File: config.mk
export PLATFORM = sky130hd
export DESIGN_NAME = jtroadf_sdram_arb
export DESIGN_NICKNAME = d
export VERILOG_FILES = /design/src/rtl/jtroadf_sdram_arb.sv
export SDC_FILE = /design/constraint.sdc
export NUM_CORES = 1
export LEC_CHECK = 0
export CAP_MARGIN = 40
export CORE_ASPECT_RATIO = 1.75
export CORE_MARGIN = 4
export CORE_UTILIZATION = 51
export DETAILED_ROUTE_END_ITERATION = 12
export PLACE_DENSITY = 0.8
export SLEW_MARGIN = 20
export SYNTH_ARGS = -nofsm -noshare
export SYNTH_HDL_FRONTEND = slang
export SYNTH_SLANG_ARGS = --single-unit
File: constraint.sdc
create_clock -name clk -period 6.4 [get_ports clk]
set_input_delay 1.28 -clock clk [delete_from_list [all_inputs] [get_ports clk]]
set_output_delay 1.28 -clock clk [all_outputs]
set_load 0.005 [all_outputs]
File: src/rtl/jtroadf_sdram_arb.sv
// jtroadf_sdram_arb
// Shares the single SDRAM read port between N ROM requesters. Each slot keeps
// a one-word tag/data cache. A hit raises slot_ok combinationally in the same
// cycle. Misses are served one at a time, and the highest slot index has
// priority.
//
// Ports
//   clk, rst          SDRAM clock; synchronous active-high reset
//   downloading       ROM download in progress: invalidates caches, blocks reads
//   slot_cs           per-slot level-sensitive read request
//   slot_addr         per-slot word address, slot i at [i*AW +: AW]
//   slot_ok           slot data valid for the current slot address
//   slot_dout         per-slot cached word, slot i at [i*DW +: DW]
//   sdram_req/addr    read request towards the SDRAM controller
//   sdram_ack         request accepted (one-cycle pulse)
//   data_dst          first data beat on bus (not used)
//   data_rdy          data_read valid (one-cycle pulse)
//   data_read         SDRAM read data
module jtroadf_sdram_arb #(
    parameter int N  = 5,
    parameter int AW = 22,
    parameter int DW = 16
) (
    input  logic            clk,
    input  logic            rst,
    input  logic            downloading,
    input  logic [N-1:0]    slot_cs,
    input  logic [N*AW-1:0] slot_addr,
    output logic [N-1:0]    slot_ok,
    output logic [N*DW-1:0] slot_dout,
    output logic            sdram_req,
    output logic [AW-1:0]   sdram_addr,
    input  logic            sdram_ack,
    input  logic            data_dst,
    input  logic            data_rdy,
    input  logic [DW-1:0]   data_read
);

    localparam int SW = $clog2(N);

    typedef enum logic [1:0] {IDLE, WAIT_ACK, WAIT_RDY} state_t;

    state_t          state_q, state_d;
    logic [SW-1:0]   sel_q, sel_d;
    logic            req_q, req_d;
    logic [AW-1:0]   addr_q, addr_d;
    logic [N-1:0]    valid_q;
    logic [AW-1:0]   tag_q  [N];
    logic [DW-1:0]   data_q [N];

    logic [N-1:0]    miss;
    logic [SW-1:0]   pick;
    logic [AW-1:0]   pick_addr;
    logic            fill;

    logic            unused_data_dst;
    assign unused_data_dst = data_dst;

    assign sdram_req  = req_q;
    assign sdram_addr = addr_q;

    // Cache lookup: hits are combinational so ok rises in the same cycle.
    always_comb begin
        slot_ok   = '0;
        slot_dout = '0;
        miss      = '0;
        for (int unsigned i = 0; i < N; i++) begin
            slot_ok[i]            = slot_cs[i] & valid_q[i] &
                                    (slot_addr[i*AW +: AW] == tag_q[i]);
            slot_dout[i*DW +: DW] = data_q[i];
            miss[i]               = slot_cs[i] & ~slot_ok[i];
        end
    end

    // Fixed priority: the ascending scan lets the highest missing index win.
    always_comb begin
        pick      = '0;
        pick_addr = '0;
        for (int unsigned i = 0; i < N; i++) begin
            if (miss[i]) begin
                pick      = SW'(i);
                pick_addr = slot_addr[i*AW +: AW];
            end
        end
    end

    always_comb begin
        state_d = state_q;
        sel_d   = sel_q;
        req_d   = req_q;
        addr_d  = addr_q;
        fill    = 1'b0;
        if (downloading) begin
            state_d = IDLE;
            req_d   = 1'b0;
        end else begin
            case (state_q)
                IDLE: begin
                    if (|miss) begin
                        sel_d   = pick;
                        addr_d  = pick_addr;
                        req_d   = 1'b1;
                        state_d = WAIT_ACK;
                    end
                end
                WAIT_ACK: begin
                    if (sdram_ack) begin
                        req_d = 1'b0;
                        // Data may come back in the same cycle as the ack.
                        if (data_rdy) begin
                            fill    = 1'b1;
                            state_d = IDLE;
                        end else begin
                            state_d = WAIT_RDY;
                        end
                    end
                end
                WAIT_RDY: begin
                    if (data_rdy) begin
                        fill    = 1'b1;
                        state_d = IDLE;
                    end
                end
                default: state_d = IDLE;
            endcase
        end
    end

    always_ff @(posedge clk) begin
        if (rst) begin
            state_q <= IDLE;
            sel_q   <= '0;
            req_q   <= 1'b0;
            addr_q  <= '0;
            valid_q <= '0;
            for (int unsigned i = 0; i < N; i++) begin
                tag_q[i]  <= '0;
                data_q[i] <= '0;
            end
        end else begin
            state_q <= state_d;
            sel_q   <= sel_d;
            req_q   <= req_d;
            addr_q  <= addr_d;
            if (downloading) begin
                valid_q <= '0;
            end else if (fill) begin
                // Tag with the issued address, not the live slot address.
                valid_q[sel_q] <= 1'b1;
                tag_q[sel_q]   <= addr_q;
                data_q[sel_q]  <= data_read;
            end
        end
    end

endmodule
==> results of run 1 <==
==> worst max path at each step <==
stage                              from             to  slack [ps]  cells after the start
after detailed placement  slot_addr[98]  sdram_addr[5]        1700                      9
final                        slot_cs[4]     slot_ok[4]        1740                      6
after global routing         slot_cs[1]     slot_ok[1]        1590                      8
after CTS                    slot_cs[4]     slot_ok[4]        1760                      6
after floorplan               sdram_ack   data_q[2][0]        1280                      5
after global placement    slot_addr[98]  sdram_addr[1]        1630                      9
==> logic make-up (layout without fill, tap and decap cells) <==
logic type / count (synthesis) / after routing / share of synthesized area [%]
simple gates: 295 / 295 / 16.6
flops: 223 / 223 / 58.3
compound gates: 138 / 138 / 9.83
xor+xnor: 110 / 110 / 8.83
buf+inv: 109 / 361 / 3.97
mux: 23 / 23 / 2.12
fa+ha+maj: 3 / 3 / 0.344
==> state kept, by name, indices dropped and copies added, names as in the netlist <==
name,flops
sel_q,3
tag_q,110
valid_q,5
state_q,2
data_q,80
sdram_addr,22
sdram_req,1
==> power groups by stage <==
stage                     Clock, mW  Sequential [mW]  Combinational (mW)
after global routing           1.36             1.68               0.435
after floorplan                   0             1.69               0.155
after CTS                      1.30             1.68               0.406
after detailed placement          0             1.71               0.402
after global placement            0             1.71               0.393
final                          1.29             1.68               0.411
==> routing by layer <==
layer	vias up	global-route usage (%)	part of all wire, %
met5	-	0	0
met1	3940	30.5	33
li1	3747	-	-
met4	0	16.7	6.8
met3	105	4.95	6.9
met2	404	51.9	53
==> critical path: stages <==
cell and delay (ps):
sky130_fd_sc_hd__clkdlybuf4s50_1 540, sky130_fd_sc_hd__nand2_1 110, sky130_fd_sc_hd__nor4_1 320, sky130_fd_sc_hd__nand4_1 230
sky130_fd_sc_hd__nor4_1 330, sky130_fd_sc_hd__clkdlybuf4s50_1 580
==> cell usage in the layout, fill, tap and decap left out, types with 3 or more instances in the layout <==
| master | instances |
|---|---|
| sky130_fd_sc_hd__xor2_1 | 70 |
| sky130_fd_sc_hd__buf_4 | 21 |
| sky130_fd_sc_hd__o2bb2ai_1 | 21 |
| sky130_fd_sc_hd__dfxtp_1 | 33 |
| sky130_fd_sc_hd__and2_1 | 151 |
| sky130_fd_sc_hd__nand2b_1 | 4 |
| sky130_fd_sc_hd__mux2i_1 | 22 |
| sky130_fd_sc_hd__clkdlybuf4s50_1 | 243 |
| sky130_fd_sc_hd__nor3_4 | 3 |
| sky130_fd_sc_hd__o311ai_1 | 19 |
| sky130_fd_sc_hd__o211ai_1 | 43 |
| sky130_fd_sc_hd__clkbuf_1 | 4 |
| sky130_fd_sc_hd__nand2_1 | 12 |
| sky130_fd_sc_hd__nand3_1 | 5 |
| sky130_fd_sc_hd__buf_12 | 3 |
| sky130_fd_sc_hd__nand4_1 | 12 |
| sky130_fd_sc_hd__nor4_1 | 21 |
| sky130_fd_sc_hd__nor3_1 | 6 |
| sky130_fd_sc_hd__inv_1 | 52 |
| sky130_fd_sc_hd__or2_2 | 22 |
| sky130_fd_sc_hd__o21ai_4 | 3 |
| sky130_fd_sc_hd__and3_1 | 37 |
| sky130_fd_sc_hd__o21a_1 | 7 |
| sky130_fd_sc_hd__edfxtp_1 | 190 |
| sky130_fd_sc_hd__nor2_1 | 9 |
| sky130_fd_sc_hd__clkbuf_8 | 6 |
| sky130_fd_sc_hd__a31oi_1 | 21 |
| sky130_fd_sc_hd__ha_1 | 3 |
| sky130_fd_sc_hd__xnor2_1 | 40 |
| sky130_fd_sc_hd__clkbuf_16 | 21 |
==> area by class of cell <==
cell class                      instances  area share (%)
Inverter                               53            1.37
Clock buffer                           31            4.30
Timing Repair Buffer                  271            18.7
Sequential cell                       223            43.9
Clock inverter                          6           0.587
Multi-Input combinational cell        569            28.9
Tap cell                              252            2.18
==> impl_summary.txt, run 1 <==
----------------------------------------------------
[Outcome]
  Run status ... finished, final reports clean

[Clocking]
  Buffer cell driving the clock tree root ... sky130_fd_sc_hd__clkbuf_16
  Clock slew at the register clock pins of the worst setup and hold paths ... 70 ps
  Clk buf depth ... 3
  Post-cts hold buffer count ... 0
  Post CTS Setup Buffer Count ... 0
  Clock tree from TritonCTS ... done
  Number of resized instances in the post-cts repair step ... 0
  Clock buffers created by TritonCTS ... 21
  Count of clock tree sinks ... ~220
  H-tree depth ... 1
  Worst skew pair latency ... ~500 ps

[Hold path]
  Worst hold path cell count ... 1
  Origin of the worst min-delay path ... valid_q[3]
  Classification of the worst-slack hold path ... flip-flop to flip-flop
  Endpoint with the worst hold slack ... valid_q[3]

[STA]
  Final hold slack ... roughly 500 ps
  Worst slew margin relative to its limit ... ~37%
  Max-slew violation count ... 0
  # setup viols final ... 0
  Min Tclk post-route ... 4660 ps
  Share of the clock period used by the worst path after layout ... around 73%
  Maximum clock skew at final layout ... 6.42 ps
  Measured slew at the worst slew-check pin ... roughly 930 ps
  Hold violation total from the final report ... 0
  Worst setup slack after layout ... 1740 ps
  Total Negative Setup Slacks ... 0 ps
  RSZ-0062 raised after global routing ... false
  Maximum operating frequency ... roughly 0.21 GHz

[Final layout]
  Layout net count ... 1279
  Filler cells ... 1532
  Final core utilization ... 69.0%
  Total area of sequential cells ... between 0.006 and 0.007 mm^2
  Fraction of final layout cells with drive strength greater than 1 ... between 8 and 9%
  Final cell count without fillers ... about 1400
  Syn-to-layout area delta ... 32.8%
  ANT cells ... 0
  Final Cell Area ... 0.0145 mm^2
  Area of the multi-input gates ... around 0.0042 mm^2

[Power and ir drop]
  Switching share of power ... between 20% and 30%
  Total internal power ... roughly 2.6 mW
  Power share of the combinational group ... 12.2%
  Clock share of power ... 38.2%
  Total power after layout ... 3.38 mW
  Net switching power ... around 0.79 mW
  Pwr per Cell Area ... around 230 mW/mm^2
  Leakage power total ... approximately 5.5 nW
  Flop pwr share ... between 40% and 50%
  Largest vdd supply drop ... about 0.26 mV

[Placed design]
  Input/output buffers ... 243
  Placer congestion estimate ... slightly above 0.9
  Placed wire-length estimate ... 25300 um
  Worst setup slack after placement ... approximately 1700 ps
  Post-DP Area ... 0.0137 mm^2
  Placed Cells incl. Taps ... around 1400

[Synthesis]
  Ranking of synthesized cells by area ... sky130_fd_sc_hd__edfxtp_1, sky130_fd_sc_hd__and2_1, sky130_fd_sc_hd__dfxtp_1
  Netlist area before placement ... 0.0109 mm^2
  Nets in the synthesized netlist ... 1041
  Number of enable flip-flop cells after synthesis ... 190
  Most frequently used cell type in the post-synthesis netlist ... sky130_fd_sc_hd__edfxtp_1
  Synth warn ... 0
  Sequential share of the synthesized area ... 58.3%
  Syn Inst Count ... around 900
  Flip-flop and latch count after synthesis ... ~220
  Main synth FF type ... sky130_fd_sc_hd__edfxtp_1
  Average cell area after synthesis ... between 10 and 15 um^2
  Netlist cell types ... 52
  Area fraction of the dominant cell type after synthesis ... 52.3%
  Cell type with the largest total area after synthesis ... sky130_fd_sc_hd__edfxtp_1
  Proportion of synthesized flip-flops having asynchronous set or reset ... 0%
  Synth cell count leaders ... sky130_fd_sc_hd__edfxtp_1, sky130_fd_sc_hd__and2_1, sky130_fd_sc_hd__xor2_1

[Setup path]
  Data arrival time of the critical path ... about 3400 ps
  CP required ... roughly 5100 ps
  Critical R2R Launch ... tag_q[4][8]
  CP Launch Type ... primary input
  Count of cells along the worst register-to-register path ... 9
  Destination of the worst register-to-register timing path ... sdram_addr[9]
  Worst reg-to-reg setup slack ... roughly 3000 ps
  Worst setup path class ... primary input to primary output
  Crit path capture type ... primary output
  Largest driver fanout on the critical path ... 2

[Floorplanning]
  Starting Density ... approximately half
  Die height ... between 200 and 250 um
  Number of I/O pins ... 245
  Placeable core region ... 0.0210 mm^2
  Area enclosed by the die boundary ... 0.0239 mm^2
  Horizontal die dimension ... between 100 and 150 um
  Site Rows ... 70

[Global route]
  GR Overflow Total ... 0
  Via count of the first global-routing pass ... between 8000 and 9000
  Overall fraction of global-route tracks in use ... between 20 and 30%
  First-pass GRT wire length ... between 50000 and 60000 um
  Antenna violations before repair ... 0
  Maximum number of pins on one net before global-route repair ... 46

[Detailed routing]
  DRC marker count from the first detailed-route iteration ... approximately 740
  Detailed-route via count ... around 8000
  WL final ... between 30000 and 40000 um
  Routed Antenna Nets ... 0
  DRC violation count after routing ... 0
  Number of vias per cell after detailed routing ... between 5 and 6
  First-pass iteration count of the detailed router ... 5
  WL/cell ... ~25 um

[Job]
  Max-Cap Viols ... 0

----------------------------------------------------
No activity file was read; power rests on OpenSTA's default activity.
==> inputs of run 2 (changes only) <==
==> constraint.sdc (replaced) <==
create_clock -name clk -period 4.3 [get_ports clk]
set_input_delay 0.86 -clock clk [delete_from_list [all_inputs] [get_ports clk]]
set_output_delay 0.86 -clock clk [all_outputs]
set_load 0.005 [all_outputs]
==> run 2 against run 1 <==
  * Register-to-register slack worse by 1900 ps
  * Clock skew is 3.3 ps higher
  * Via count rose by 1.0%
  * Routed wire length shrank 0.79%
  * Worst hold slack worse by 4.1 ps
  * Design area hardly changed
  * Final cell count rose by 0.64%
  * Sequential power up 48%
  * Die area did not move
  * Combinational power grew 49%
  * Clock-buffer cell count is 1 lower
==> impl_summary.txt, run 2 (synthesis gave the netlist of run 1 again) <==
----------------------------------------------------
[Job]
  Max-Cap Viols ... 0

[Global route]
  Antenna violations before repair ... 1
  Overall fraction of global-route tracks in use ... approximately 29%
  Maximum number of pins on one net before global-route repair ... 39
  Via count of the first global-routing pass ... between 8000 and 9000
  GR Overflow Total ... 0
  First-pass GRT wire length ... ~52000 um

[Setup path]
  Ordered cell list for the critical path ... clkdlybuf4s50_1 -> xor2_1 -> nor4_1 -> nand4_1 -> nor4_1 -> clkdlybuf4s50_1
  Largest driver fanout on the critical path ... 2
  Cell family with most CP delay ... buffers and inverters
  Master of the slowest instance on the critical path ... sky130_fd_sc_hd__clkdlybuf4s50_1
  Worst setup path class ... primary input to primary output
  CP required ... 3440 ps
  Crit-path max cell delay ... ~570 ps
  Crit path capture type ... primary output
  Worst reg-to-reg setup slack ... 1180 ps
  Data arrival time of the critical path ... between 2000 and 3000 ps
  CP Launch Type ... primary input
  Buffers and inverters on the worst path ... 2

[Clocking]
  Clock slew at the register clock pins of the worst setup and hold paths ... approximately 60 ps
  Buffer cell driving the clock tree root ... sky130_fd_sc_hd__clkbuf_16
  H-tree depth ... 1
  Clock buffers created by TritonCTS ... 21
  Post CTS Setup Buffer Count ... 0
  Count of clock tree sinks ... between 200 and 250
  Clk buf depth ... 3
  Post-cts hold buffer count ... 0
  Clock tree from TritonCTS ... done
  Worst skew pair latency ... between 400 and 500 ps
  Number of resized instances in the post-cts repair step ... 0

[Floorplanning]
  Horizontal die dimension ... between 100 and 150 um
  Site Rows ... 70
  Placeable core region ... ~0.021 mm^2
  Number of I/O pins ... between 200 and 250
  Die height ... between 200 and 250 um
  Starting Density ... 51.9%
  Area enclosed by the die boundary ... 0.0239 mm^2

[Final layout]
  ANT cells ... 0
  Register name with the most flops ... tag_q
  Most frequent cells in the layout ... sky130_fd_sc_hd__clkdlybuf4s50_1, sky130_fd_sc_hd__edfxtp_1, sky130_fd_sc_hd__and2_1
  Layout net count ... 1288
  Leading cell type in the layout, fill and taps excluded ... sky130_fd_sc_hd__clkdlybuf4s50_1
  Fraction of final layout cells with drive strength greater than 1 ... just over 9%
  Final cell count without fillers ... ~1400
  Flip-flop count of the largest register after layout ... 110
  Syn-to-layout area delta ... 32.7%

[Placed design]
  Placed Cells incl. Taps ... 1377
  Placed wire-length estimate ... between 20000 and 30000 um
  Placer congestion estimate ... approximately 0.94
  Input/output buffers ... between 200 and 250

[Detailed routing]
  DRC marker count from the first detailed-route iteration ... about 700
  Detailed-route via count ... between 8000 and 9000
  Number of vias per cell after detailed routing ... a little under 6
  First-pass iteration count of the detailed router ... 5
  WL final ... about 35000 um
  Routed Antenna Nets ... 0
  DRC violation count after routing ... 0
  WL/cell ... 24.6 um

[STA]
  Share of the clock period used by the worst path after layout ... ~87%
  Maximum operating frequency ... 0.268 GHz
  Min Tclk post-route ... 3740 ps
  Hold violation total from the final report ... 0
  Worst slew margin relative to its limit ... between 40% and 50%
  # setup viols final ... 0
  RSZ-0062 raised after global routing ... false
  Max-slew violation count ... 0
  Measured slew at the worst slew-check pin ... between 800 and 900 ps
  Final hold slack ... between 400 and 500 ps
  Maximum clock skew at final layout ... between 9 and 10 ps

[Outcome]
  Run status ... finished, final reports clean

[Hold path]
  Classification of the worst-slack hold path ... flip-flop to flip-flop

[Power and ir drop]
  Largest vdd supply drop ... approximately 0.36 mV
  Pwr per Cell Area ... roughly 340 mW/mm^2
  Leakage power total ... 5.54 nW

----------------------------------------------------
==> run 2: changes by cell type in the layout (fill, tap and decap cells not counted) <==
cell / before / now
sky130_fd_sc_hd__buf_12: 3 / 2
sky130_fd_sc_hd__buf_4: 21 / 35
sky130_fd_sc_hd__buf_6: 2 / 0
sky130_fd_sc_hd__clkinv_1: 0 / 1
sky130_fd_sc_hd__clkinvlp_4: 2 / 0
sky130_fd_sc_hd__nor3_4: 3 / 2
sky130_fd_sc_hd__clkbuf_1: 4 / 6
sky130_fd_sc_hd__buf_8: 1 / 0
sky130_fd_sc_hd__buf_16: 1 / 0
sky130_fd_sc_hd__clkinv_4: 0 / 2
sky130_fd_sc_hd__clkbuf_8: 6 / 3
sky130_fd_sc_hd__nor3_2: 1 / 2
==> run 2: worst register-to-register path, cell delays in order, from the launching register on <==
cell and delay (ps):
sky130_fd_sc_hd__edfxtp_1 370, sky130_fd_sc_hd__xor2_1 200, sky130_fd_sc_hd__nor4_1 390, sky130_fd_sc_hd__nand4_1 200, sky130_fd_sc_hd__buf_4 230, sky130_fd_sc_hd__o21a_1 300, sky130_fd_sc_hd__buf_4 240, sky130_fd_sc_hd__o311ai_1 740
sky130_fd_sc_hd__a31oi_1 190, sky130_fd_sc_hd__o2bb2ai_1 190
==> run 2: area by class of cell <==
cell class,instances,area [um^2]
Sequential cell,223,6370
Timing Repair Buffer,280,2740
Fill cell,1553,6540
Clock buffer,30,589
Clock inverter,7,91.3
Tap cell,252,315
Inverter,53,199
Multi-Input combinational cell,569,4190
==> run 2: layer usage <==
layer  vias to the layer above  track usage, %  wire [um]
met4                         2            16.2       2250
met3                       130            5.93       2690
met2                       432            52.7      18600
li1                       3773               -          -
met1                      3944            29.9      11200
met5                         -               0         13
==> run 2: stage by stage <==
step	area, um^2	setup slack (ps)	TNS [ps]	util (%)	power, mW
after detailed placement	13800	543	0	65.7	3.14
after global routing	14500	474	0	68.9	5.11
after CTS	14500	543	0	68.9	4.98
final	14500	565	0	68.9	4.96
after global placement	13800	513	0	65.7	3.13
after floorplan	10900	-399	-40660	-	2.75
==> run 2: worst paths after layout <==
check,startpoint,end,depth (start not counted)
worst max-delay path,slot_addr[92],slot_ok[4],6
worst min-delay path,state_q[1],state_q[1],2
worst max register to register,tag_q[1][13],sdram_addr[19],9
worst min register to register,state_q[1],state_q[1],2
==> run 2: where the power goes <==
| part | switching [mW] | leakage [nW] | total [mW] | internal, mW |
|---|---|---|---|---|
| combinational | 0.305 | 2.99 | 0.612 | 0.308 |
| sequential | 0.0734 | 2.22 | 2.49 | 2.42 |
| clock | 0.776 | 0.333 | 1.85 | 1.08 |
==> inputs of run 3 (changes only) <==
--- a/config.mk
+++ b/config.mk
@@ -8,9 +8,10 @@
 export CAP_MARGIN = 40
 export CORE_ASPECT_RATIO = 1.75
 export CORE_MARGIN = 4
-export CORE_UTILIZATION = 51
+export CORE_UTILIZATION = 50
 export DETAILED_ROUTE_END_ITERATION = 12
-export PLACE_DENSITY = 0.8
+export HOLD_SLACK_MARGIN = 0.06
+export PLACE_DENSITY = 0.78
 export SLEW_MARGIN = 20
 export SYNTH_ARGS = -nofsm -noshare
 export SYNTH_HDL_FRONTEND = slang
==> constraint.sdc (replaced) <==
create_clock -name clk -period 4.1 [get_ports clk]
set_input_delay 0.82 -clock clk [delete_from_list [all_inputs] [get_ports clk]]
set_output_delay 0.82 -clock clk [all_outputs]
set_load 0.005 [all_outputs]
==> run 3 against run 2 <==
  * Global-route usage shrank 0.58 points
  * Sequential share of layout area shrank 0.38 points
  * Sequential power grew 5%
  * Critical endpoint is now slot_ok[1]
  * Largest power group unchanged
  * Design area grew 0.87%
  * First-iteration DRC count grew 2.7%
  * Worst hold slack gained 2.2 ps
  * Die area grew 1.9%
  * Critical path depth is the same
  * Register-to-register slack gained 90 ps
  * Power grew 6.1%
==> impl_summary.txt, run 3 (synthesis gave the netlist of run 1 again) <==
----------------------------------------------------
[Final layout]
  Syn-to-layout area delta ... 33.9%
  Flip-flop count of the largest register after layout ... 110
  Fraction of final layout cells with drive strength greater than 1 ... under 10%
  Leading cell type in the layout, fill and taps excluded ... sky130_fd_sc_hd__clkdlybuf4s50_1
  ANT cells ... 0
  Register name with the most flops ... tag_q
  Most frequent cells in the layout ... sky130_fd_sc_hd__clkdlybuf4s50_1, sky130_fd_sc_hd__edfxtp_1, sky130_fd_sc_hd__and2_1
  Layout net count ... around 1300

[Detailed routing]
  WL final ... 34500 um
  Number of vias per cell after detailed routing ... about 5.7
  Detailed-route via count ... ~8000
  First-pass iteration count of the detailed router ... 5
  Routed Antenna Nets ... 0
  WL/cell ... between 20 and 25 um
  DRC marker count from the first detailed-route iteration ... 714
  DRC violation count after routing ... 0

[STA]
  Maximum operating frequency ... 0.273 GHz
  Measured slew at the worst slew-check pin ... 832 ps
  Worst slew margin relative to its limit ... between 40 and 50%
  RSZ-0062 raised after global routing ... false
  Min Tclk post-route ... roughly 3700 ps
  Share of the clock period used by the worst path after layout ... ~90%
  Maximum clock skew at final layout ... about 15 ps
  Total Negative Setup Slacks ... 0 ps
  Final hold slack ... between 400 and 500 ps
  # setup viols final ... 0
  Max-slew violation count ... 0
  Hold violation total from the final report ... 0

[Setup path]
  Master of the slowest instance on the critical path ... sky130_fd_sc_hd__clkdlybuf4s50_1
  Count of cells along the worst register-to-register path ... 8
  Critical path launch point ... slot_addr[24]
  Largest driver fanout on the critical path ... 4
  Data arrival time of the critical path ... 2840 ps
  Destination of the worst register-to-register timing path ... sdram_addr[10]
  Worst setup path class ... primary input to primary output
  CP most frequent cell ... sky130_fd_sc_hd__clkdlybuf4s50_1
  Crit-path max cell delay ... 520 ps
  CP required ... between 3000 and 4000 ps
  Ordered cell list for the critical path ... clkdlybuf4s50_1 -> xor2_1 -> nor4_1 -> nand4_1 -> nor2_1 -> clkdlybuf4s50_1
  Critical R2R Launch ... tag_q[1][13]
  Crit path capture type ... primary output
  CP Launch Type ... primary input
  Worst reg-to-reg setup slack ... between 1000 and 1500 ps

[Global route]
  First-pass GRT wire length ... approximately 50000 um
  Via count of the first global-routing pass ... around 9000
  Maximum number of pins on one net before global-route repair ... 46
  GR Overflow Total ... 0
  Antenna violations before repair ... 0
  Overall fraction of global-route tracks in use ... between 20% and 30%

[Clocking]
  Post-cts hold buffer count ... 0
  Worst skew pair latency ... 510 ps
  Post CTS Setup Buffer Count ... 0
  Clock slew at the register clock pins of the worst setup and hold paths ... around 60 ps
  Number of resized instances in the post-cts repair step ... 0
  Clock tree from TritonCTS ... done
  Buffer cell driving the clock tree root ... sky130_fd_sc_hd__clkbuf_16
  Clk buf depth ... 3
  H-tree depth ... 1
  Clock buffers created by TritonCTS ... 21
  Count of clock tree sinks ... 223

[Hold path]
  Worst hold path cell count ... 2
  Classification of the worst-slack hold path ... flip-flop to flip-flop
  Endpoint with the worst hold slack ... state_q[1]
  Origin of the worst min-delay path ... state_q[1]

[Floorplanning]
  Area enclosed by the die boundary ... 0.0243 mm^2
  Starting Density ... roughly half
  Number of I/O pins ... approximately 250
  Horizontal die dimension ... around 120 um
  Placeable core region ... 0.0215 mm^2
  Die height ... 203 um
  Site Rows ... just over 70

[Placed design]
  Input/output buffers ... 243
  Placed wire-length estimate ... 25800 um
  Placer congestion estimate ... ~0.86

[Outcome]
  Run status ... finished, final reports clean

[Power and ir drop]
  Leakage power total ... between 5 and 6 nW
  Largest vdd supply drop ... around 0.35 mV
  Total power after layout ... approximately 5.3 mW
  Pwr per Cell Area ... around 360 mW/mm^2

[Job]
  Max-Cap Viols ... 0

----------------------------------------------------
## run 3: cell count changes in the layout (fill, tap and decap cells not counted)
cell	delta
sky130_fd_sc_hd__buf_12	+3
sky130_fd_sc_hd__clkinv_1	+2
sky130_fd_sc_hd__clkinv_4	-2
sky130_fd_sc_hd__clkinvlp_4	+1
sky130_fd_sc_hd__bufinv_16	+1
sky130_fd_sc_hd__clkbuf_1	-3
## run 3: layout make-up
cell class / instances / area, um^2
fill: 1628 / 6890
sequential: 223 / 6370
multi-input combinational: 569 / 4190
timing repair buffer: 283 / 2800
clock buffer: 27 / 578
tap: 292 / 365
inverter: 53 / 199
clock inverter: 9 / 119
## run 3: how the worst max path moves through the flow
stage / end
6_report: slot_ok[1]
3_5_place_dp: sdram_addr[10]
5_1_grt: slot_ok[1]
3_3_place_gp: slot_ok[4]
2_1_floorplan: data_q[2][0]
4_1_cts: slot_ok[1]
## run 3: critical path: cells and delay by family
kind / cells / cell delay, ps
buffers and inverters: 2 / 1010
and+or+nand+nor: 3 / 840
xor gates and xnor gates: 1 / 180
## run 3: where the power goes
part	switching, mW	internal (mW)	total (mW)	leakage (nW)
Clock	0.823	1.18	2.00	0.339
Sequential	0.0794	2.54	2.62	2.22
Combinational	0.315	0.327	0.642	3.02
## run 3: through the flow
stage | instances | area, um^2 | worst slack, ps | utilization, %
CTS | 1456 | 14600 | 416 | 67.9
detailed placement | 1420 | 13900 | 341 | 64.7
floorplan | 901 | 10900 | -559 | -
global route | 1456 | 14600 | 291 | 67.9
finish | 1456 | 14600 | 436 | 67.9
global placement | 1420 | 13900 | 448 | 64.7
## run 3: metal layers
layer / track usage (%) / vias up / share of wire [%] / wire length, um
met4: 18.8 / 0 / 7.7 / 2650
met1: 29.2 / 3951 / 32 / 11200
met3: 5.38 / 124 / 6.9 / 2380
met2: 50.7 / 397 / 53 / 18300
met5: 0 / - / 0 / 0
li1: - / 3769 / - / -
